## config.mk

```make
export PLATFORM = sky130hd
export DESIGN_NAME = debug_instr_encoder
export DESIGN_NICKNAME = d
export VERILOG_FILES = /design/src/rtl/debug_instr_encoder_pkg.sv /design/src/rtl/debug_instr_encoder_rom.sv /design/src/rtl/debug_instr_encoder.sv
export SDC_FILE = /design/constraint.sdc
export NUM_CORES = 1
export LEC_CHECK = 0
export BUFFER_PORTS_ARGS = -buffer_cell sky130_fd_sc_hd__buf_2
export CORE_MARGIN = 2
export CORE_UTILIZATION = 30
export DETAILED_ROUTE_END_ITERATION = 16
export PLACE_DENSITY = 0.66
export SETUP_SLACK_MARGIN = 0.5
export SYNTH_ARGS = -nofsm -noshare
export SYNTH_HDL_FRONTEND = slang
export SYNTH_SLANG_ARGS = --single-unit
export TNS_END_PERCENT = 30
```

## constraint.sdc

```tcl
create_clock -name clock -period 1.87 [get_ports clock]
set_input_delay 0.2805 -clock clock [delete_from_list [all_inputs] [get_ports clock]]
set_output_delay 0.2805 -clock clock [all_outputs]
set_load 0.05 [all_outputs]
```

## src/rtl/debug_instr_encoder_pkg.sv

```systemverilog
// Shared constants, types and RV32 encoding helpers for the debug
// abstract-command instruction encoder.
package debug_instr_encoder_pkg;

    localparam logic [6:0] opcode_load   = 7'b0000011;
    localparam logic [6:0] opcode_store  = 7'b0100011;
    localparam logic [6:0] opcode_system = 7'b1110011;

    localparam logic [2:0] funct_lw    = 3'b010;
    localparam logic [2:0] funct_sw    = 3'b010;
    localparam logic [2:0] funct_csrrw = 3'b001;
    localparam logic [2:0] funct_csrrs = 3'b010;

    localparam logic [31:0] ebreak_instr    = 32'h00100073;
    localparam logic [4:0]  dbg_scratch_reg = 5'd8;

    typedef enum logic [1:0] {
        IDLE  = 2'd0,
        ISSUE = 2'd1,
        WAIT  = 2'd2,
        RESP  = 2'd3
    } dbg_enc_state_type;

    typedef struct packed {
        logic        write;
        logic        csr;
        logic [11:0] regno;
    } dbg_cmd_type;

    function automatic logic [31:0] encSw(input logic [11:0] imm,
                                          input logic [4:0]  rs2,
                                          input logic [4:0]  rs1);
        return {imm[11:5], rs2, rs1, funct_sw, imm[4:0], opcode_store};
    endfunction

    function automatic logic [31:0] encLw(input logic [11:0] imm,
                                          input logic [4:0]  rs1,
                                          input logic [4:0]  rd);
        return {imm, rs1, funct_lw, rd, opcode_load};
    endfunction

    function automatic logic [31:0] encCsrrs(input logic [11:0] csr,
                                             input logic [4:0]  rd);
        return {csr, 5'd0, funct_csrrs, rd, opcode_system};
    endfunction

    function automatic logic [31:0] encCsrrw(input logic [11:0] csr,
                                             input logic [4:0]  rs1);
        return {csr, rs1, funct_csrrw, 5'd0, opcode_system};
    endfunction

endpackage

```

## src/rtl/debug_instr_encoder_rom.sv

```systemverilog
// Combinational sequence table: latched command plus step index gives the
// instruction word to issue and whether it is the terminating ebreak.
module debug_instr_rom
    import debug_instr_encoder_pkg::*;
#(
    parameter logic [11:0] DATA_ADDR    = 12'h7F0,
    parameter logic [11:0] SCRATCH_ADDR = 12'h7F4
) (
    input  dbg_cmd_type  cmd_i,
    input  logic [2:0]   step_i,
    output logic [31:0]  instr_o,
    output logic         last_o
);

    // GPR sequences are two words, CSR sequences five; the final slot of each
    // is ebreak, so any step at or past the end maps onto it.
    always_comb begin
        instr_o = ebreak_instr;
        last_o  = 1'b1;
        if (!cmd_i.csr) begin
            if (step_i == 3'd0) begin
                last_o  = 1'b0;
                instr_o = cmd_i.write ? encLw(DATA_ADDR, 5'd0, cmd_i.regno[4:0])
                                      : encSw(DATA_ADDR, cmd_i.regno[4:0], 5'd0);
            end
        end else begin
            case (step_i)
                3'd0: begin
                    last_o  = 1'b0;
                    instr_o = encSw(SCRATCH_ADDR, dbg_scratch_reg, 5'd0);
                end
                3'd1: begin
                    last_o  = 1'b0;
                    instr_o = cmd_i.write ? encLw(DATA_ADDR, 5'd0, dbg_scratch_reg)
                                          : encCsrrs(cmd_i.regno, dbg_scratch_reg);
                end
                3'd2: begin
                    last_o  = 1'b0;
                    instr_o = cmd_i.write ? encCsrrw(cmd_i.regno, dbg_scratch_reg)
                                          : encSw(DATA_ADDR, dbg_scratch_reg, 5'd0);
                end
                3'd3: begin
                    last_o  = 1'b0;
                    instr_o = encLw(SCRATCH_ADDR, 5'd0, dbg_scratch_reg);
                end
                default: begin
                    last_o  = 1'b1;
                    instr_o = ebreak_instr;
                end
            endcase
        end
    end

endmodule

```

## src/rtl/debug_instr_encoder.sv

```systemverilog
// Turns debug abstract register-access commands into RV32 instruction words
// fed to the halted core, then reports completion once the core hits ebreak.
module debug_instr_encoder
    import debug_instr_encoder_pkg::*;
#(
    parameter logic [11:0] DATA_ADDR    = 12'h7F0,
    parameter logic [11:0] SCRATCH_ADDR = 12'h7F4
) (
    input  logic        clock,
    input  logic        reset,
    input  logic        cmd_valid,
    output logic        cmd_ready,
    input  logic        cmd_write,
    input  logic        cmd_csr,
    input  logic [11:0] cmd_regno,
    input  logic        cmd_abort,
    output logic        instr_valid,
    input  logic        instr_ready,
    output logic [31:0] instr,
    output logic        instr_last,
    input  logic        core_done,
    output logic        rsp_valid,
    input  logic        rsp_ready,
    output logic        rsp_error
);

    dbg_enc_state_type state_q, state_d;
    dbg_cmd_type       cmd_q, cmd_d;
    logic [2:0]        step_q, step_d;
    logic              err_q, err_d;
    logic [31:0]       romInstr;
    logic              romLast;

    debug_instr_rom #(
        .DATA_ADDR    (DATA_ADDR),
        .SCRATCH_ADDR (SCRATCH_ADDR)
    ) u_rom (
        .cmd_i   (cmd_q),
        .step_i  (step_q),
        .instr_o (romInstr),
        .last_o  (romLast)
    );

    always_ff @(posedge clock or posedge reset) begin
        if (reset) begin
            state_q <= IDLE;
            cmd_q   <= '0;
            step_q  <= 3'd0;
            err_q   <= 1'b0;
        end else begin
            state_q <= state_d;
            cmd_q   <= cmd_d;
            step_q  <= step_d;
            err_q   <= err_d;
        end
    end

    // Step parks on the ebreak slot rather than wrapping once it is accepted.
    always_comb begin
        state_d = state_q;
        cmd_d   = cmd_q;
        step_d  = step_q;
        err_d   = err_q;
        case (state_q)
            IDLE: begin
                if (cmd_valid) begin
                    cmd_d.write = cmd_write;
                    cmd_d.csr   = cmd_csr;
                    cmd_d.regno = cmd_regno;
                    step_d      = 3'd0;
                    if (!cmd_csr && (cmd_regno[11:5] != 7'd0)) begin
                        err_d   = 1'b1;
                        state_d = RESP;
                    end else begin
                        err_d   = 1'b0;
                        state_d = ISSUE;
                    end
                end
            end
            ISSUE: begin
                if (instr_ready) begin
                    if (romLast) begin
                        state_d = WAIT;
                    end else begin
                        step_d = step_q + 3'd1;
                    end
                end
            end
            WAIT: begin
                if (core_done) begin
                    state_d = RESP;
                end
            end
            RESP: begin
                if (rsp_ready) begin
                    err_d   = 1'b0;
                    state_d = IDLE;
                end
            end
            default: state_d = IDLE;
        endcase
        if (cmd_abort && (state_q != IDLE)) begin
            state_d = IDLE;
            step_d  = 3'd0;
            err_d   = 1'b0;
        end
    end

    always_comb begin
        cmd_ready   = (state_q == IDLE);
        instr_valid = (state_q == ISSUE);
        instr       = (state_q == ISSUE) ? romInstr : 32'd0;
        instr_last  = (state_q == ISSUE) ? romLast : 1'b0;
        rsp_valid   = (state_q == RESP);
        rsp_error   = err_q;
    end

endmodule
```

**After elaboration in Yosys (flattened, before gate mapping)**

Index checks and enable logic that the tools add are counted.

- Bits in registers: 20
- Output and inout port bits: 37
- Word-level logic and storage cells: 62

- Add/subtract/negate cells: 1
- Equal/unequal tests: 12
- Multiplexer cells: 29
- Reductions and logical operators: 14

Operator list:

| operator | count |
|---|---|
| 2-to-1 mux 32 bit | 5 |
| case mux 32 bit (4 select lines) | 1 |
| 2-to-1 mux 25 bit | 1 |
| 2-to-1 mux 2 bit | 7 |
| 2-to-1 mux 3 bit | 4 |
| != test 3 x 1 -> 1 bit (second input constant) | 3 |
| 2-to-1 mux 1 bit | 8 |
| case mux 2 bit (4 select lines) | 1 |
| nonzero test 7 bit | 1 |
| equality test 3 x 2 -> 1 bit (second input constant) | 2 |
| != test 3 x 2 -> 1 bit (second input constant) | 2 |
| case mux 3 bit (2 select lines) | 1 |
| nonzero test 3 bit | 2 |
| AND reduction 5 bit | 1 |
| equality test 2 bit (second input constant) | 2 |
| AND reduction 4 bit | 1 |
| OR reduction 4 bit | 1 |
| adder 3 x 1 -> 3 bit (second input constant) | 1 |
| equality test 3 x 1 -> 1 bit (second input constant) | 1 |
| zero test 3 bit | 1 |
| != test 3 bit (second input constant) | 1 |
| AND reduction 3 bit | 1 |
| equality test 2 x 1 -> 1 bit (second input constant) | 1 |
| logical AND 1 bit | 2 |
| other kinds (5) | 5 |

**Depth between registers and ports, before layout**

Gate-level depths: netlist of run 1.

- Word-level depth: 8
- Mapped depth: 8

**Modules after synthesis**

A second synthesis of run 1 with hierarchy kept.

- Cells, all modules: 196
- Area, all modules: 1754.2 um^2

Modules (own cells, without submodules):

| module | instances | cells an instance | area an instance (um^2) |
|---|---|---|---|
| debug_instr_encoder | 1 | 118 | 1244.9 |
| debug_instr_rom | 1 | 78 | 509.2 |

**Least setup slack after synthesis of run 1**

OpenSTA, ideal clock, no wires.

- Kind: reg-to-output
- From: reg state_q[1]
- To: out instr[11]
- Data arrival time: 3.879 ns
- Required time: 1.590 ns
- Path slack: -2.290 ns
- Stages on the path, launching flop included: 7
- Path buffers: 2
- Cell sequence: dfrtp_1 > inv_1 > ha_1 > buf_4 > inv_1 > clkbuf_1 > a2111oi_0

- Cells in the longest elaborated chain, start to end: 2

Ends and longest elaborated chain:

| what | RTL line | source |
|---|---|---|
| start: declaration | debug_instr_encoder.sv:27 | `dbg_enc_state_type state_q, state_d;` |
| start signal: assignment | debug_instr_encoder.sv:51 | `state_q <= state_d;` |
| equality test 2 x 1 -> 1 bit | - |  |
| via instr_valid | debug_instr_encoder.sv:17 | `output logic instr_valid,` |
| 2-to-1 mux 32 bit | debug_instr_encoder.sv:112 | `instr = (state_q == ISSUE) ? romInstr : 32'd0;` |
| end: declaration | debug_instr_encoder.sv:19 | `output logic [31:0] instr,` |

The timed path passes the listed nets, and every way through them passes these cells.

**Worst setup path after layout of run 1**

- From: reg step_q[0]
- To: out instr[20]

- Cells in the longest elaborated chain, start to end: 4
- Elaborated cells on any way between the ends: 8
- Those cells by class: eq/ne: 3; mux: 4; reduce/logical: 1

Ends and longest elaborated chain:

| what | RTL line | source |
|---|---|---|
| start: declaration | debug_instr_encoder.sv:29 | `logic [2:0] step_q, step_d;` |
| start signal: assignment | debug_instr_encoder.sv:53 | `step_q <= step_d;` |
| equality test 3 x 2 -> 1 bit (tied with other cells) | debug_instr_encoder_rom.sv:27 | `case (step_i)` |
| case mux 32 bit (4 select lines) or 2-to-1 mux 32 bit (tied branches) | debug_instr_encoder_rom.sv:27, debug_instr_encoder_rom.sv:21 |  |
| 2-to-1 mux 32 bit (*) | debug_instr_encoder_rom.sv:20 | `if (!cmd_i.csr) begin` |
| 2-to-1 mux 32 bit (*) | debug_instr_encoder.sv:112 |  |

Mark *: on every way between the ends. The rest lies on a longest branch, timed or not.

==> results of run 1 <==
-- per-layer routing --
layer / up-vias / global-route usage, %
met5: - / 0
met4: 0 / 4.64
met3: 7 / 3.37
met2: 49 / 30.2
met1: 783 / 21.5
li1: 790 / -
-- cell type report --
type	instances	area, um^2
fillers	407	2190
well taps	70	87.6
repair buffers	90	767
clock buffers	3	41.3
clock inverters	1	30.0
multi-input cells	137	1500
flip-flops and latches	20	503
inverters	10	47.5
-- tightest hold or removal path, delay by kind of cell --
kind                   cells  cell delay [ns]
buffers and inverters      3             0.39
-- layout by cell type (no fill, tap or decap), drive strengths merged --
master and instances:
nor3 4, or3b 1, mux2i 6, nor2 10, nand3 2, or2 1
or3 1, ha 9, o22ai 1, mux2 14, o31ai 1, o2bb2ai 2
a22oi 2, nand2 9, o2111a 1, and2 1, inv 10, buf 90
a32oi 1, nor4b 1, nor4 2, nand2b 4, dfrtp 20, a221oi 1
and2b 2, a21boi 1, o21a 1, clkbuf 3, a21o 2, a21oi 22
a211oi 1, nor2b 4, nand3b 1, o21ai 11, a2111oi 3, a31oi 3
conb 7, bufinv 1, and3 5
-- metrics by stage --
stage	cells	TNS, ns	hold slack, ns	worst slack [ns]	util (%)
floorplan	189	-3.14	0.244	-0.201	-
global placement	317	-1.23	0.318	-0.160	43.4
detailed placement	317	-1.88	0.320	-0.221	43.4
CTS	326	-5.17	0.0245	-0.289	53.0
global route	331	-7.39	0.0523	-0.378	57.6
finish	331	-5.36	0.0239	-0.317	57.6
-- cells by family (layout without fill, tap and decap cells) --
kind of cell | after synthesis | after routing
adder cells (fa/ha/maj) | 9 | 9
other | 1 | 7
flip-flops | 20 | 20
AND/OR/NAND/NOR | 48 | 48
buffers and inverters | 32 | 104
multiplexers | 20 | 20
AO/OA/AOI/OAI | 53 | 53
-- what timing repair did --
| action | 4_1_cts | 5_1_grt |
|---|---|---|
| cloned | 0 | 0 |
| setup endpoints to repair | 49 | 49 |
| gates resized for setup | 109 | 41 |
| pin swaps | 18 | 18 |
| buffers inserted | 5 | 5 |
-- worst max-delay path by stage --
stage | endpoint | cells after the start | from
finish | instr[20] | 7 | step_q[0]
global route | instr[10] | 7 | step_q[0]
CTS | instr[10] | 7 | step_q[1]
detailed placement | instr[27] | 7 | step_q[0]
global placement | instr[27] | 7 | step_q[0]
floorplan | instr[10] | 8 | step_q[0]
-- state kept, by name, indices dropped and copies added, names as in the netlist --
name,flops
step_q,3
rsp_error,1
state_q,2
cmd_q,14
==> summary.md, run 1 <==
| Metric | Value |
|---|---|
| Die width | around 78 um |
| Violations in the final reports | negative setup slack |
| Top FF cell, synth | dfrtp_1 |
| Drt total wl | 5270 um |
| Design area | 2980 um^2 |
| Status | finished, violations left |
| Unrepaired setup endpoints after global routing | true |
| Most common library cells after synthesis | a21oi_1, dfrtp_1, mux2_2, buf_4, o21ai_0 |
| Compound-gate portion of the synthesized area | between 20% and 30% |
| Antenna diodes | 0 |
| Post-route ant nets | 0 |
| Core Area | between 5000 and 6000 um^2 |
| Area leader, netlist | dfrtp_1 |
| Starting density of the core | a little under a third |
| Root Buffer | clkbuf_8 |
| Via density | 4.92 |
| Share of the yosys chip area belonging to registers | between 30% and 40% |
| Detailed placement HPWL | ~3600 um |
| Port bufs | 50 |
| CP Launch Type | register |
| XOR/XNOR Fraction of Synth Area | 0% |
| Path depth of the worst reg2reg path | 9 |
| R2r startpoint | step_q[0] |
| Multiplexer share of the synthesized area | between 10% and 20% |
| Crit end category | output port |
| Max H-tree Level | 1 |
| Post-synthesis simple-gate area fraction | roughly 16% |
| Buffers & Inverters on Critical Path | 3 |
| First-pass GRT wire length | between 8000 and 9000 um |
| TritonCTS Buffers | 3 |
| Pre-Repair DR Iteration Count | 4 |
| R2r setup slk | -0.06 ns |
| Setup slack after layout | -0.317 ns |
| Met1 WL | roughly 2300 um |
| Worst Setup Path Type | reg -> out |
| Initial DRC count | 55 |
| Net count reported at finish | approximately 290 |
| DIE HEIGHT | 77.6 um |
| EDFF count, synth | 0 |
| Layout Skew | between 0.004 and 0.005 ns |
| Count of cell types in the netlist | between 40 and 50 |
| Ys Warns | 0 |
| Cell Chain, Critical Path | inv_4 -> ha_4 -> or3b_4 -> nor2_4 -> buf_4 -> nor4_4 -> buf_6 |
| Fin. max-slew vios | 0 |
| WL met3 | between 150 and 200 um |
| CTS tree | yes |
| Final Cycle Share | 117% |
| Vias in the first global route | ~1700 |
| RR Endpoint | state_q[0] |
| Final hold viol count | 0 |
| Top-count cell post-synth | a21oi_1 |
| Post-synthesis cell count | roughly 180 |
| Crit path largest cell delay | between 0.4 and 0.5 ns |
| Met2 wire len | between 2000 and 3000 um |
| Largest family of logic cells by synthesized area | compound AO/OA/AOI/OAI gates |
| Largest net degree at the start of global routing | 21 |
| CTS clk-pin slew, worst paths | around 0.080 ns |
| GPL Wtd Cong | between 0.9 and 1 |
| Synth area leaders | dfrtp_1, mux2_2, ha_1 |
| Synthesized flop and latch total | 20 |
| CTS Buffer Depth | 2 |
| WL/cell | around 16 um |
| DRC errors left | 0 |
| Hold Path Class | in -> async |
| Top Layer Used | met4 |
| Hold-fix buffers at CTS | 0 |
| Final setup vio count | 28 |
| Insertion delay to the later sink of the worst-skew pair | ~0.26 ns |
| Clk sinks | 20 |
| Critical path fanouts, max | 4 |
| Max Clk Rate | 457 MHz |
| Asr flop ratio synth | 100% |
| Grt ovf | 0 |
| Placed Area | ~2200 um^2 |
| CP delay by family, top | simple AND/OR/NAND/NOR gates |
| Synth top area share | around 31% |
| Syn Area/Cell | ~9 um^2 |
| Critical Path AT | ~1.9 ns |
| Share of layout cells above drive strength 1 | slightly below 70% |
| MaxCap Viol Count | 0 |
| Mapped cell area | 1630 um^2 |
| Die area | ~6000 um^2 |
| Minimum clock period | 2.19 ns |
| Num ports | 58 |
| Slowest-stage cell, CP | dfrtp_2 |
| Initial antenna violation count | 0 |
| # rows | 26 |
| Synth Area in Adders | 6.92% |
| Total GRT Usage | between 15 and 20% |
| Routed vias | between 1500 and 2000 |
| WP data required | between 1.5 and 2 ns |
| Area Growth Syn to Fin | 83.1% |
Power of run 1 is not shown: default switching activity piles up to over one toggle a cycle in this logic, so the estimate is an artifact.
==> run 2, diff against run 1 <==
--- a/config.mk
+++ b/config.mk
@@ -7,9 +7,9 @@
 export LEC_CHECK = 0
 export BUFFER_PORTS_ARGS = -buffer_cell sky130_fd_sc_hd__buf_2
 export CORE_MARGIN = 2
-export CORE_UTILIZATION = 30
+export CORE_UTILIZATION = 40
 export DETAILED_ROUTE_END_ITERATION = 16
-export PLACE_DENSITY = 0.66
+export PLACE_DENSITY = 0.8
 export SETUP_SLACK_MARGIN = 0.5
 export SYNTH_ARGS = -nofsm -noshare
 export SYNTH_HDL_FRONTEND = slang
==> run 2 against run 1 <==
Net effect:
- the run still ends with negative setup slack left
- largest cell class unchanged
- setup slack lost 0.0097 ns
- count of clock-buffer cells in the layout is the same
- non-clock buffer count shrank 1
- highest routed layer unchanged
- flip-flop and latch count is the same
- die area shrank 24%
- via count grew 4.7%
==> summary.md, run 2 (synthesis results as in run 1) <==
| Metric | Value |
|---|---|
| # rows | 23 |
| Core Area | 3940 um^2 |
| Grt ovf | 0 |
| Most frequent cells in the layout | buf_6, buf_4, buf_2, dfrtp_1, mux2_2 |
| Max H-tree Level | 1 |
| Fin. max-slew vios | 0 |
| Critical Path AT | ~1.9 ns |
| Biggest regs | cmd_q x14, step_q x3, state_q x2 |
| Final Cycle Share | 117% |
| TritonCTS Buffers | 3 |
| Routed vias | roughly 1700 |
| First-pass GRT wire length | approximately 8700 um |
| Final setup vio count | 28 |
| Crit end category | output port |
| R2r setup slk | -0.13 ns |
| Tightest Pin Transition | 0.795 ns |
| Setup slack after layout | -0.327 ns |
| Post-route ant nets | 0 |
| WP data required | around 1.6 ns |
| CP Launch Type | register |
| Insertion delay to the later sink of the worst-skew pair | 0.26 ns |
| GPL Wtd Cong | between 0.8 and 0.9 |
| Worst Setup Path Type | reg -> out |
| Vias in the first global route | 1821 |
| Initial DRC count | 75 |
| Commonest non-fill, non-tap cell in the layout | buf_6 |
| Worst slew margin | 47.0% |
| Minimum clock period | between 2 and 2.5 ns |
| Largest net degree at the start of global routing | 21 |
| Max reg flops | 14 |
| Port bufs | 50 |
| Total GRT Usage | 25.4% |
| Net count reported at finish | 291 |
| Detailed placement HPWL | around 3600 um |
| Hold-fix buffers at CTS | 0 |
| Critical path fanouts, max | 4 |
| MaxCap Viol Count | 0 |
| WL/cell | 17.8 um |
| WL met3 | about 190 um |
| Drt total wl | approximately 5500 um |
| Pre-Repair DR Iteration Count | 4 |
| Final Util | between 70% and 80% |
| Unrepaired setup endpoints after global routing | true |
| Final hold viol count | 0 |
| Num ports | 58 |
| DIE HEIGHT | ~68 um |
| Via density | about 5.5 |
| Area Growth Syn to Fin | 75.6% |
| Die area | about 4600 um^2 |
| CTS clk-pin slew, worst paths | 0.09 ns |
| Hold Path Class | in -> async |
| Die width | 67.8 um |
| Reg with most FFs | cmd_q |
| Violations in the final reports | negative setup slack |
| CTS Buffer Depth | 2 |
| CTS tree | yes |
| DRC errors left | 0 |
| Antenna diodes | 0 |
| Status | finished, violations left |
| Clk sinks | 20 |
| Initial antenna violation count | 0 |
| Starting density of the core | 41.3% |
| Share of layout cells above drive strength 1 | between 60% and 70% |
| Met2 wire len | between 3000 and 4000 um |
| Layout Skew | 0.00937 ns |
| Max Clk Rate | approximately 460 MHz |
| Root Buffer | clkbuf_8 |
| Top Layer Used | met4 |
| Met1 WL | 2140 um |
run 2: cell types whose count changed in the layout (fill, tap and decap cells not counted), sizes merged:
cell	change
buf	-1
run 2: final cells by class:
class / instances / area (um^2)
inverters: 10 / 47.5
clock buffers: 3 / 41.3
fillers: 264 / 1090
well taps: 50 / 62.6
flip-flops and latches: 20 / 503
clock inverters: 1 / 30.0
multi-input cells: 137 / 1370
repair buffers: 89 / 802
run 2: repair_timing:
action,4_1_cts,5_1_grt
gates resized for setup,121,17
buffers inserted,5,3
endpoints found under the setup margin,49,49
pin swaps,25,14
run 2: layer usage:
metal  global-route usage [%]  vias up
met2                     47.3       50
met1                     29.1      851
met5                        0        -
li1                         -      787
met4                     8.50        0
met3                     4.17       17
run 2: stage by stage:
step	setup slack (ns)	instance area, um^2	setup TNS, ns	instances	hold slack [ns]
floorplan	-0.201	1880	-3.14	189	0.244
global placement	-0.128	2230	-0.869	298	0.441
detailed placement	-0.152	2230	-2.00	298	0.463
CTS	-0.282	2770	-4.65	307	0.172
global route	-0.383	2860	-6.91	310	0.240
finish	-0.327	2860	-5.50	310	0.151
run 2: path summary, 6_finish.rpt:
check | end | depth (start not counted) | start
max in group asynchronous | step_q[0] | 2 | reset
min in group clock | cmd_q[1] | 2 | cmd_regno[1]
worst min-delay path | cmd_q[6] | 2 | reset
worst max-delay path | instr[10] | 7 | step_q[0]
worst min register to register | cmd_q[5] | 1 | cmd_q[5]
worst max register to register | step_q[1] | 9 | step_q[0]
run 2: worst max-delay path, cell delays in order, from the launching register on:
cell and delay (ns):
dfrtp_2 0.47, inv_4 0.10, ha_4 0.13, or3b_4 0.42, nor2_4 0.16, nand2_2 0.08, a21oi_4 0.12, buf_6 0.17
Power of run 2 is left out for the same reason.
